## config.mk

```make
export PLATFORM = sky130hd
export DESIGN_NAME = sic4_sequencer
export DESIGN_NICKNAME = d
export VERILOG_FILES = /design/src/rtl/sic4_sequencer.sv
export SDC_FILE = /design/constraint.sdc
export NUM_CORES = 1
export LEC_CHECK = 0
export CORE_ASPECT_RATIO = 1.75
export CORE_MARGIN = 4
export CORE_UTILIZATION = 47
export DETAILED_ROUTE_END_ITERATION = 7
export PLACE_DENSITY = 0.82
export SYNTH_ARGS = -nofsm -noshare
export SYNTH_HDL_FRONTEND = slang
export SYNTH_SLANG_ARGS = --single-unit
```

## constraint.sdc

```tcl
create_clock -name clk -period 3.2 [get_ports clk]
set_clock_uncertainty 0.2 [all_clocks]
set_input_delay 0.64 -clock clk [delete_from_list [all_inputs] [get_ports clk]]
set_output_delay 0.64 -clock clk [all_outputs]
set_load 0.1 [all_outputs]
```

## src/rtl/sic4_sequencer.sv

```systemverilog
// Multi-cycle control sequencer for a 4-opcode core: fetch, decode, execute, write-back.
// A fetch that never completes sets a sticky fault and halts the core.
//
// state  | meaning
// IDLE   | waiting for start after reset
// FETCH  | imem_req high, waiting on imem_ready (bounded by IMEM_TIMEOUT)
// DECODE | imm field registered to the sign extender, ALU controls set up
// EXEC   | ALU controls valid, branch condition sampled
// WB     | register write strobe or branch resolve, pc update
// HALT   | absorbing; only reset leaves
module sic4_sequencer #(
  parameter logic [7:0] RESET_PC     = 8'h00,
  parameter int         IMEM_TIMEOUT = 8
) (
  input  logic       clk,
  input  logic       rst_n,
  input  logic       start,
  output logic       imem_req,
  output logic [7:0] imem_addr,
  input  logic       imem_ready,
  input  logic [7:0] imem_rdata,
  output logic [1:0] sext_in,
  input  logic [7:0] sext_out,
  output logic [1:0] alu_op,
  output logic       alu_src,
  input  logic       alu_zero,
  output logic       rf_we,
  output logic [1:0] rf_waddr,
  output logic [7:0] pc,
  output logic       busy,
  output logic       halted,
  output logic       fault
);

  localparam int CW = (IMEM_TIMEOUT < 2) ? 1 : $clog2(IMEM_TIMEOUT);
  localparam logic [CW-1:0] WAIT_LOAD = CW'(IMEM_TIMEOUT - 1);

  localparam logic [1:0] OP_ADD  = 2'b00;
  localparam logic [1:0] OP_ADDI = 2'b01;
  localparam logic [1:0] OP_BEQ  = 2'b10;
  localparam logic [1:0] OP_HALT = 2'b11;

  typedef enum logic [2:0] {
    S_IDLE, S_FETCH, S_DECODE, S_EXEC, S_WB, S_HALT
  } state_t;

  state_t          r_state, w_next;
  logic [7:0]      r_pc, r_ir;
  logic [1:0]      r_sext_in, r_alu_op, r_rf_waddr;
  logic            r_alu_src, r_zero, r_fault, r_armed;
  logic [CW-1:0]   r_wait;
  logic            w_timeout;
  logic [1:0]      w_op;
  logic            w_unused_rs;

  assign w_op        = r_ir[7:6];
  assign w_unused_rs = ^r_ir[3:2];

  always_comb begin
    w_next    = r_state;
    w_timeout = 1'b0;
    case (r_state)
      // r_armed keeps the first fetch at least two edges after reset release
      S_IDLE:   if (start && r_armed) w_next = S_FETCH;
      S_FETCH: begin
        if (imem_ready) begin
          w_next = S_DECODE;
        end else if (r_wait == '0) begin
          w_timeout = 1'b1;
          w_next    = S_HALT;
        end
      end
      S_DECODE: w_next = S_EXEC;
      S_EXEC:   w_next = (w_op == OP_HALT) ? S_HALT : S_WB;
      S_WB:     w_next = S_FETCH;
      S_HALT:   w_next = S_HALT;
      default:  w_next = S_IDLE;
    endcase
  end

  always_ff @(posedge clk or negedge rst_n) begin
    if (!rst_n) r_state <= S_IDLE;
    else        r_state <= w_next;
  end

  always_ff @(posedge clk or negedge rst_n) begin
    if (!rst_n) begin
      r_pc       <= RESET_PC;
      r_ir       <= 8'h00;
      r_sext_in  <= 2'b00;
      r_alu_op   <= 2'b00;
      r_alu_src  <= 1'b0;
      r_rf_waddr <= 2'b00;
      r_zero     <= 1'b0;
      r_fault    <= 1'b0;
      r_armed    <= 1'b0;
      r_wait     <= '0;
    end else begin
      r_armed <= 1'b1;
      if (w_next == S_FETCH && r_state != S_FETCH)
        r_wait <= WAIT_LOAD;
      else if (r_state == S_FETCH && !imem_ready && r_wait != '0)
        r_wait <= r_wait - 1'b1;
      if (w_timeout) r_fault <= 1'b1;

      case (r_state)
        S_FETCH: if (imem_ready) r_ir <= imem_rdata;
        S_DECODE: begin
          // controls registered here stay put through EXEC and WB
          r_sext_in  <= r_ir[1:0];
          r_rf_waddr <= r_ir[5:4];
          r_alu_op   <= (w_op == OP_BEQ) ? 2'b01 : 2'b00;
          r_alu_src  <= (w_op == OP_ADDI);
        end
        S_EXEC: r_zero <= alu_zero;
        S_WB: begin
          if (w_op == OP_BEQ && r_zero) r_pc <= r_pc + sext_out;
          else                          r_pc <= r_pc + 8'h01;
        end
        default: ;
      endcase
    end
  end

  assign imem_req  = (r_state == S_FETCH);
  assign imem_addr = r_pc;
  assign pc        = r_pc;
  assign sext_in   = r_sext_in;
  assign alu_op    = r_alu_op;
  assign alu_src   = r_alu_src;
  assign rf_waddr  = r_rf_waddr;
  assign rf_we     = (r_state == S_WB) && (w_op == OP_ADD || w_op == OP_ADDI);
  assign busy      = (r_state != S_IDLE) && (r_state != S_HALT);
  assign halted    = (r_state == S_HALT);
  assign fault     = r_fault;

endmodule

```

==> results of run 1 <==
layer usage:
metal  GRT usage, %  share of wire, %  vias to the layer above
li1               -                 -                      599
met1          17.17                37                      577
met2          30.54                55                       42
met3          4.475               6.8                        2
met4          5.814              0.52                        0
met5              0                 0                        -
cell usage in the layout (no fill, tap or decap), types with 4 or more instances in the layout:
cell                              Yosys  routed
sky130_fd_sc_hd__a21o_1               4       4
sky130_fd_sc_hd__a21oi_1              6       6
sky130_fd_sc_hd__and2_1               5       5
sky130_fd_sc_hd__buf_4               11      29
sky130_fd_sc_hd__clkbuf_8             0       5
sky130_fd_sc_hd__clkdlybuf4s50_1      0      18
sky130_fd_sc_hd__dfrtp_1             29      29
sky130_fd_sc_hd__ha_1                 9       9
sky130_fd_sc_hd__inv_1                4       4
sky130_fd_sc_hd__mux2_2              13      13
sky130_fd_sc_hd__nand2_1             17      17
sky130_fd_sc_hd__nor2_1               6       6
sky130_fd_sc_hd__o21ai_0             10      10
sky130_fd_sc_hd__xnor2_1              6       6
path summary, 6_finish.rpt:
path                            slack [ns]      endpoint          from
min in group asynchronous             0.54  imem_addr[2]         rst_n
worst max-delay path                  0.41  imem_addr[6]       r_ir[6]
max in group asynchronous             1.98     alu_op[0]         rst_n
worst min-delay path                  0.29  imem_addr[7]  imem_addr[7]
worst min register to register        0.29  imem_addr[7]  imem_addr[7]
worst max register to register        0.41  imem_addr[6]       r_ir[6]
Yosys cell counts, types with 2 or more instances:
cell and count:
sky130_fd_sc_hd__a21o_1 4, sky130_fd_sc_hd__a21oi_1 6, sky130_fd_sc_hd__and2_1 5, sky130_fd_sc_hd__and2_2 2
sky130_fd_sc_hd__buf_4 11, sky130_fd_sc_hd__buf_6 2, sky130_fd_sc_hd__conb_1 2, sky130_fd_sc_hd__dfrtp_1 29
sky130_fd_sc_hd__ha_1 9, sky130_fd_sc_hd__inv_1 4, sky130_fd_sc_hd__mux2_2 13, sky130_fd_sc_hd__nand2_1 17
sky130_fd_sc_hd__nand2b_1 2, sky130_fd_sc_hd__nand3_1 2, sky130_fd_sc_hd__nand3b_1 3, sky130_fd_sc_hd__nor2_1 6
sky130_fd_sc_hd__o211ai_1 3, sky130_fd_sc_hd__o21ai_0 10, sky130_fd_sc_hd__or2_2 2, sky130_fd_sc_hd__xnor2_1 6
sky130_fd_sc_hd__xor2_1 2
registers in the layout (all words and copies together), names as in the netlist:
register,count
r_state,3
alu_src,1
r_wait,3
alu_op,1
rf_waddr,2
r_ir,6
fault,1
r_zero,1
sext_in,2
imem_addr,8
r_armed,1
layout make-up:
| cell class | count | area [um2] |
|---|---|---|
| fillers | 302 | 1319 |
| clock inverters | 2 | 10.01 |
| multi-input cells | 109 | 802.0 |
| flip-flops and latches | 29 | 725.7 |
| repair buffers | 47 | 397.9 |
| inverters | 4 | 15.01 |
| well taps | 45 | 56.30 |
| clock buffers | 6 | 72.57 |
stage by stage:
stage	util, %	cells	cell area, um2	setup WS [ns]
final	61.19	242	2079	0.4075
after CTS	61.19	242	2079	0.3921
after global routing	61.19	242	2079	0.1566
after global placement	58.76	234	1997	0.2347
after floorplan	-	157	1657	0.1556
after detailed placement	58.76	234	1997	0.1767
worst reg2reg max path, stage by stage, from the launching register on:
cell	delay, ns
sky130_fd_sc_hd__dfrtp_1	0.41
sky130_fd_sc_hd__and3b_1	0.37
sky130_fd_sc_hd__or2b_1	0.26
sky130_fd_sc_hd__ha_1	0.23
sky130_fd_sc_hd__fa_1	0.43
sky130_fd_sc_hd__a21oi_1	0.20
sky130_fd_sc_hd__o21ai_0	0.11
sky130_fd_sc_hd__a21oi_1	0.20
sky130_fd_sc_hd__xor2_1	0.16
sky130_fd_sc_hd__o21ai_0	0.09
cell families after synthesis:
group,after synthesis,share of synthesized area [%]
AND/OR/NAND/NOR,46,15.48
other,2,0.4533
AO/OA/AOI/OAI,30,11.41
multiplexers,13,8.837
XOR/XNOR,8,4.230
flip-flops,29,43.81
adder cells (fa/ha/maj),10,8.006
buffers and inverters,19,7.779
==> results list, run 1 <==
* CTS H-Tree Depth: 2
- The initial utilization of the core area, before any placement, comes to 48.75%.
- Worst endpoint data arrival time: 2.74 ns
* Core ar.: 3398 um2
- Estimated wirelength of the detail-placed design: 2.637 mm
* Count of port buffers added during placement: 45
* Worst hold slack across all endpoints: 0.2927 ns
- Dominant cell type by area after synthesis: sky130_fd_sc_hd__dfrtp_1
- Final antenna-violating net count: 0
- Walking the worst path, the cells encountered are and3b_1 > or2b_1 > ha_1 > fa_1 > a21oi_1 > o21ai_0 > a21oi_1 > xor2_1 > o21ai_0.
- The critical path crosses 9 cells after its start point.
- The first TritonRoute pass finished after 2 iterations.
- Counting flops and latches in the post-synthesis netlist gives 29.
* Grt ovf: 0
* Ratio of cells with drive above 1 in the final layout: 29.95%
- TritonCTS clock tree: done
* Sum of negative setup slack: 0 ns
- The tree is rooted in a sky130_fd_sc_hd__clkbuf_8.
- Data required time at the worst endpoint: 3.15 ns
- For this design the top-level I/O count stands at 49.
- Min-Delay Path Depth: 1
- Number of sinks driven by the clock tree: 29
- CP top delay family: adder cells
* Number of buffers and inverters on the critical path: 0
- GRT Overall Usage: 16.55%
- Highest-delay cell along the critical path: sky130_fd_sc_hd__fa_1
- Syn_area_per_cell: 10.55 um2
* Total nets after synthesis: 188
- The mapped netlist covers 1657 um2.
* Highest achievable clock rate: 0.3581 GHz
- Yosys attributes the largest share of cell area to sky130_fd_sc_hd__dfrtp_1 44%, sky130_fd_sc_hd__mux2_2 8.8%, sky130_fd_sc_hd__ha_1 6.8%, sky130_fd_sc_hd__buf_4 5.0%, sky130_fd_sc_hd__nand2_1 3.9%.
- The clock reaches the later pin of the worst-skew pair after 0.27 ns.
- In the routed design, unresolved DRC markers number 0.
- Measured along the x axis, the die boundary spans 52.88 um.
- At the end of the flow, the number of nets in the layout was 227.
- The number of antenna diodes in the final layout is 0.
- Clock buffers created by TritonCTS: 5
- The number of cells on the worst reg-to-reg path is 9.
- Final count of negative-setup-slack endpoints: 0
- The worst path needs 2.793 ns of the cycle, external delays included.
* Share of Yosys cell area claimed by the top area cell type: 43.81%
- The final route contains 1220 vias.
- Final Routed Wirelength: 3.292 mm
* Clock-pin slew of the registers on the worst-case setup and hold paths: 0.06 ns
- Number of violations of the max-capacitance limit: 0
* DR WL/cell: 13.60 um
- Via count of the first global-routing pass: 1331
- In this run, post-CTS hold repair placed 0 buffers.
- Number of antenna violations at the first check in global routing: 0
- Synthesis produced 157 cells.
* Maximum buffer depth of the clock tree: 2
* Async set-or-reset flop fraction in the synthesized netlist: 100.0%
* Critical path class: reg2reg
* Result of the run: completed
* Hold Vio Cnt, Final: 0
- Dominant register cell in the synthesized netlist: sky130_fd_sc_hd__dfrtp_1
- The worst setup path is captured at a flip-flop.
* Number of max-slew violations in the final report: 0
- Sequential elements use 43.81% of the synthesized area.
- Die outline area: 4576 um2
* Crit Path Max Fanout: 8
- Maximum single-stage delay on the critical path: 0.43 ns
- Post-cts repair resize count: 0
- Area growth syn-to-layout: 25.53%
- The Yosys step of the flow raised 0 warnings.
- Violation count after the first detailed-route iteration: 12
* Crit share post-route: 87.27%
- Post-synth EDFFs: 0
- After synthesis, the netlist uses 38 different library cells.
- Worst hold path class: reg2reg
- The floorplan has 28 rows.
- In the routed layout, each cell is associated on average with a via count of 5.041.
- The first global-routing pass estimated 5.692 mm of wire.
- Maximum number of pins on one net before global-route repair: 30
- Unrepaired setup endpoints after global routing: false
- Height of the die: 86.54 um
- STA classifies the critical path startpoint as a flip-flop.
- Post-CTS setup-driven buffer insertion count: 0
* Placer's final routability congestion estimate: 0.7177
Power of run 1 is left out: the tool's default activity adds up to more than one toggle a clock period on the data nets, which glitch-free logic cannot reach.
==> inputs of run 2 (changes only) <==
CORE_UTILIZATION = 49   (was 47)
CTS_BUF_LIST = sky130_fd_sc_hd__clkbuf_2 sky130_fd_sc_hd__clkbuf_4 sky130_fd_sc_hd__clkbuf_8   (was not set)
PLACE_DENSITY = 0.85   (was 0.82)
==> results list, run 2 (synthesized netlist as in run 1, its figures left out) <==
- The sum of net half-perimeters after detailed placement is 2.675 mm (+1.4%).
* Starting density of the core: 51.62% (+2.9 points)
* Final antenna-violating net count: 0 (unchanged)
* Post-CTS setup-driven buffer insertion count: 0 (unchanged)
- The clock transition time at the flip-flop clock pins of the worst setup and hold paths is 0.06 ns (about the same).
- The antenna diode instance count is 0 (unchanged).
* Maximum single-stage delay on the critical path: 0.41 ns (-0.02 ns)
* Area growth syn-to-layout: 26.06%
- The worst-path maximum fanout is 8 (unchanged).
- The number of vias in the routed layout is 1226 (+0.49%).
- The max-cap violation count was 0 (unchanged).
* Number of antenna violations at the first check in global routing: 0 (unchanged)
- The total wire length came to 3.427 mm (+4.1%).
- The minimum setup slack among reg-to-reg paths came to 0.30 ns (-0.10 ns).
- The die height came to 84.92 um (-1.9%).
* Clock buffers created by TritonCTS: 5 (unchanged)
- Unrepaired setup endpoints after global routing: false
- Vias/cell: 5.130 (+1.8%)
- The maximum buffer depth of the clock tree came to 2 (unchanged).
- The number of search-and-repair iterations in the first detailed-routing pass came to 4 (+2).
- Placer's final routability congestion estimate: 0.7286 (+1.5%)
* Crit share post-route: 90.55% (+3.3 points)
- TritonCTS built the clock tree.
- Hold Vio Cnt, Final: 0 (unchanged)
- FF/Latch Area: 725.7 um2 (unchanged)
* CP cell instances: and3b_1 > or2b_1 > ha_1 > fa_1 > a21oi_1 > o21ai_0 > a21oi_1 > xor2_1 > o21ai_0
* Sum of negative setup slack: 0 ns (unchanged)
* Highest achievable clock rate: 0.3451 GHz (-3.6%)
- Net count, final: 226 (-0.44%)
- The die width came to 51.96 um (-1.7%).
- The top-level I/O count was 49 (unchanged).
* Data required time at the worst endpoint: 3.13 ns (-0.02 ns)
- The tightest min-delay check is of the reg2reg type.
- Violation count after the first detailed-route iteration: 12 (unchanged)
- CTS Hold Buffers Added: 0 (unchanged)
* Area of combinational cells with multiple inputs: 802.0 um2 (unchanged)
- Detailed-route DRC error count: 0 (unchanged)
* Grt ovf: 0 (unchanged)
- Via count of the first global-routing pass: 1326 (-0.38%)
* Number of max-slew violations in the final report: 0 (unchanged)
* Highest-delay cell along the critical path: sky130_fd_sc_hd__dfrtp_1
- Root Driver: sky130_fd_sc_hd__clkbuf_8
* DR WL/cell: 14.34 um (+5.4%)
- The maximum number of pins on one net before global-route repair came to 30 (unchanged).
- Cell Rows: 27 (-3.6%)
* Critical path class: reg2reg
- Most frequent standard cell in the layout excluding fill and tap cells: sky130_fd_sc_hd__dfrtp_1
- Core ar.: 3209 um2 (-5.6%)
- Post-cts repair resize count: 0 (unchanged)
- The flow ran to the end, and the final reports show no timing, DRC or antenna violations.
- Count of port buffers added during placement: 45 (unchanged)
* CTS H-Tree Depth: 2 (unchanged)
* Later-pin clock latency in the skew report: 0.27 ns (about the same)
- Commonest cells after routing, fill and taps aside: 29 x sky130_fd_sc_hd__dfrtp_1, 28 x sky130_fd_sc_hd__buf_4, 18 x sky130_fd_sc_hd__clkdlybuf4s50_1
* Die outline area: 4412 um2 (-3.6%)
- The signal arrival time at the worst endpoint came to 2.83 ns (+0.09 ns).
- The layout cell share with drive strength beyond 1 is 30.10% (+0.15 points).
* Wire length of the first global-routing pass: 5.616 mm (-1.3%)
- The count of endpoints failing setup in the final report is 0 (unchanged).
- Kind of start point of the critical path: flip-flop
- The flip-flop count of the largest register after layout was 8 (unchanged).
- GRT Overall Usage: 16.43% (-0.12 points)
* Fillers: 255 (-16%)
* Category of the worst setup path capture point: flip-flop
* Number of sinks driven by the clock tree: 29 (unchanged)
* Min Tclk post-route: 2.898 ns (+0.1050 ns)
run 2: per-layer routing:
layer,GRT usage (%),vias up,wire length [um]
met5,0,-,0
met4,5.012,0,10
met3,3.339,2,206
met2,32.07,40,1900
met1,16.27,593,1309
li1,-,591,-
run 2: area by class of cell:
class                   count  share of cell area [%]
well taps                  43                   2.576
multi-input cells         109                   38.41
inverters                   4                  0.7190
flip-flops and latches     29                   34.75
clock buffers               7                   4.614
clock inverters             1                  0.2397
repair buffers             46                   18.69
run 2: final timing paths:
path / from / end / depth (start not counted)
setup / recovery: r_ir[6] / imem_addr[6] / 9
hold / removal: fault / fault / 1
setup reg to reg: r_ir[6] / imem_addr[6] / 9
hold reg to reg: fault / fault / 1
max in group asynchronous: rst_n / r_ir[5] / 2
min in group asynchronous: rst_n / imem_addr[1] / 2
run 2: per-stage QoR:
step	setup WS (ns)	hold slack [ns]	cell area (um2)	util (%)	std cells
after floorplan	0.1556	0.1444	1657	-	157
after global placement	0.2539	0.2585	1987	61.91	231
after detailed placement	0.1352	0.2614	1987	61.91	231
after CTS	0.3372	0.2806	2088	65.07	239
after global routing	0.1582	0.2934	2088	65.07	239
final	0.3025	0.2815	2088	65.07	239
run 2: critical path: cells and delay by family, from the launching register on:
family                     cells  cell delay, ns
AOI/OAI and AO/OA              4            0.69
adders and majority gates      2            0.64
and+or+nand+nor                2            0.65
xor gates and xnor gates       1            0.16
DFF                            1            0.41
Power of run 2 is left out for the same reason.
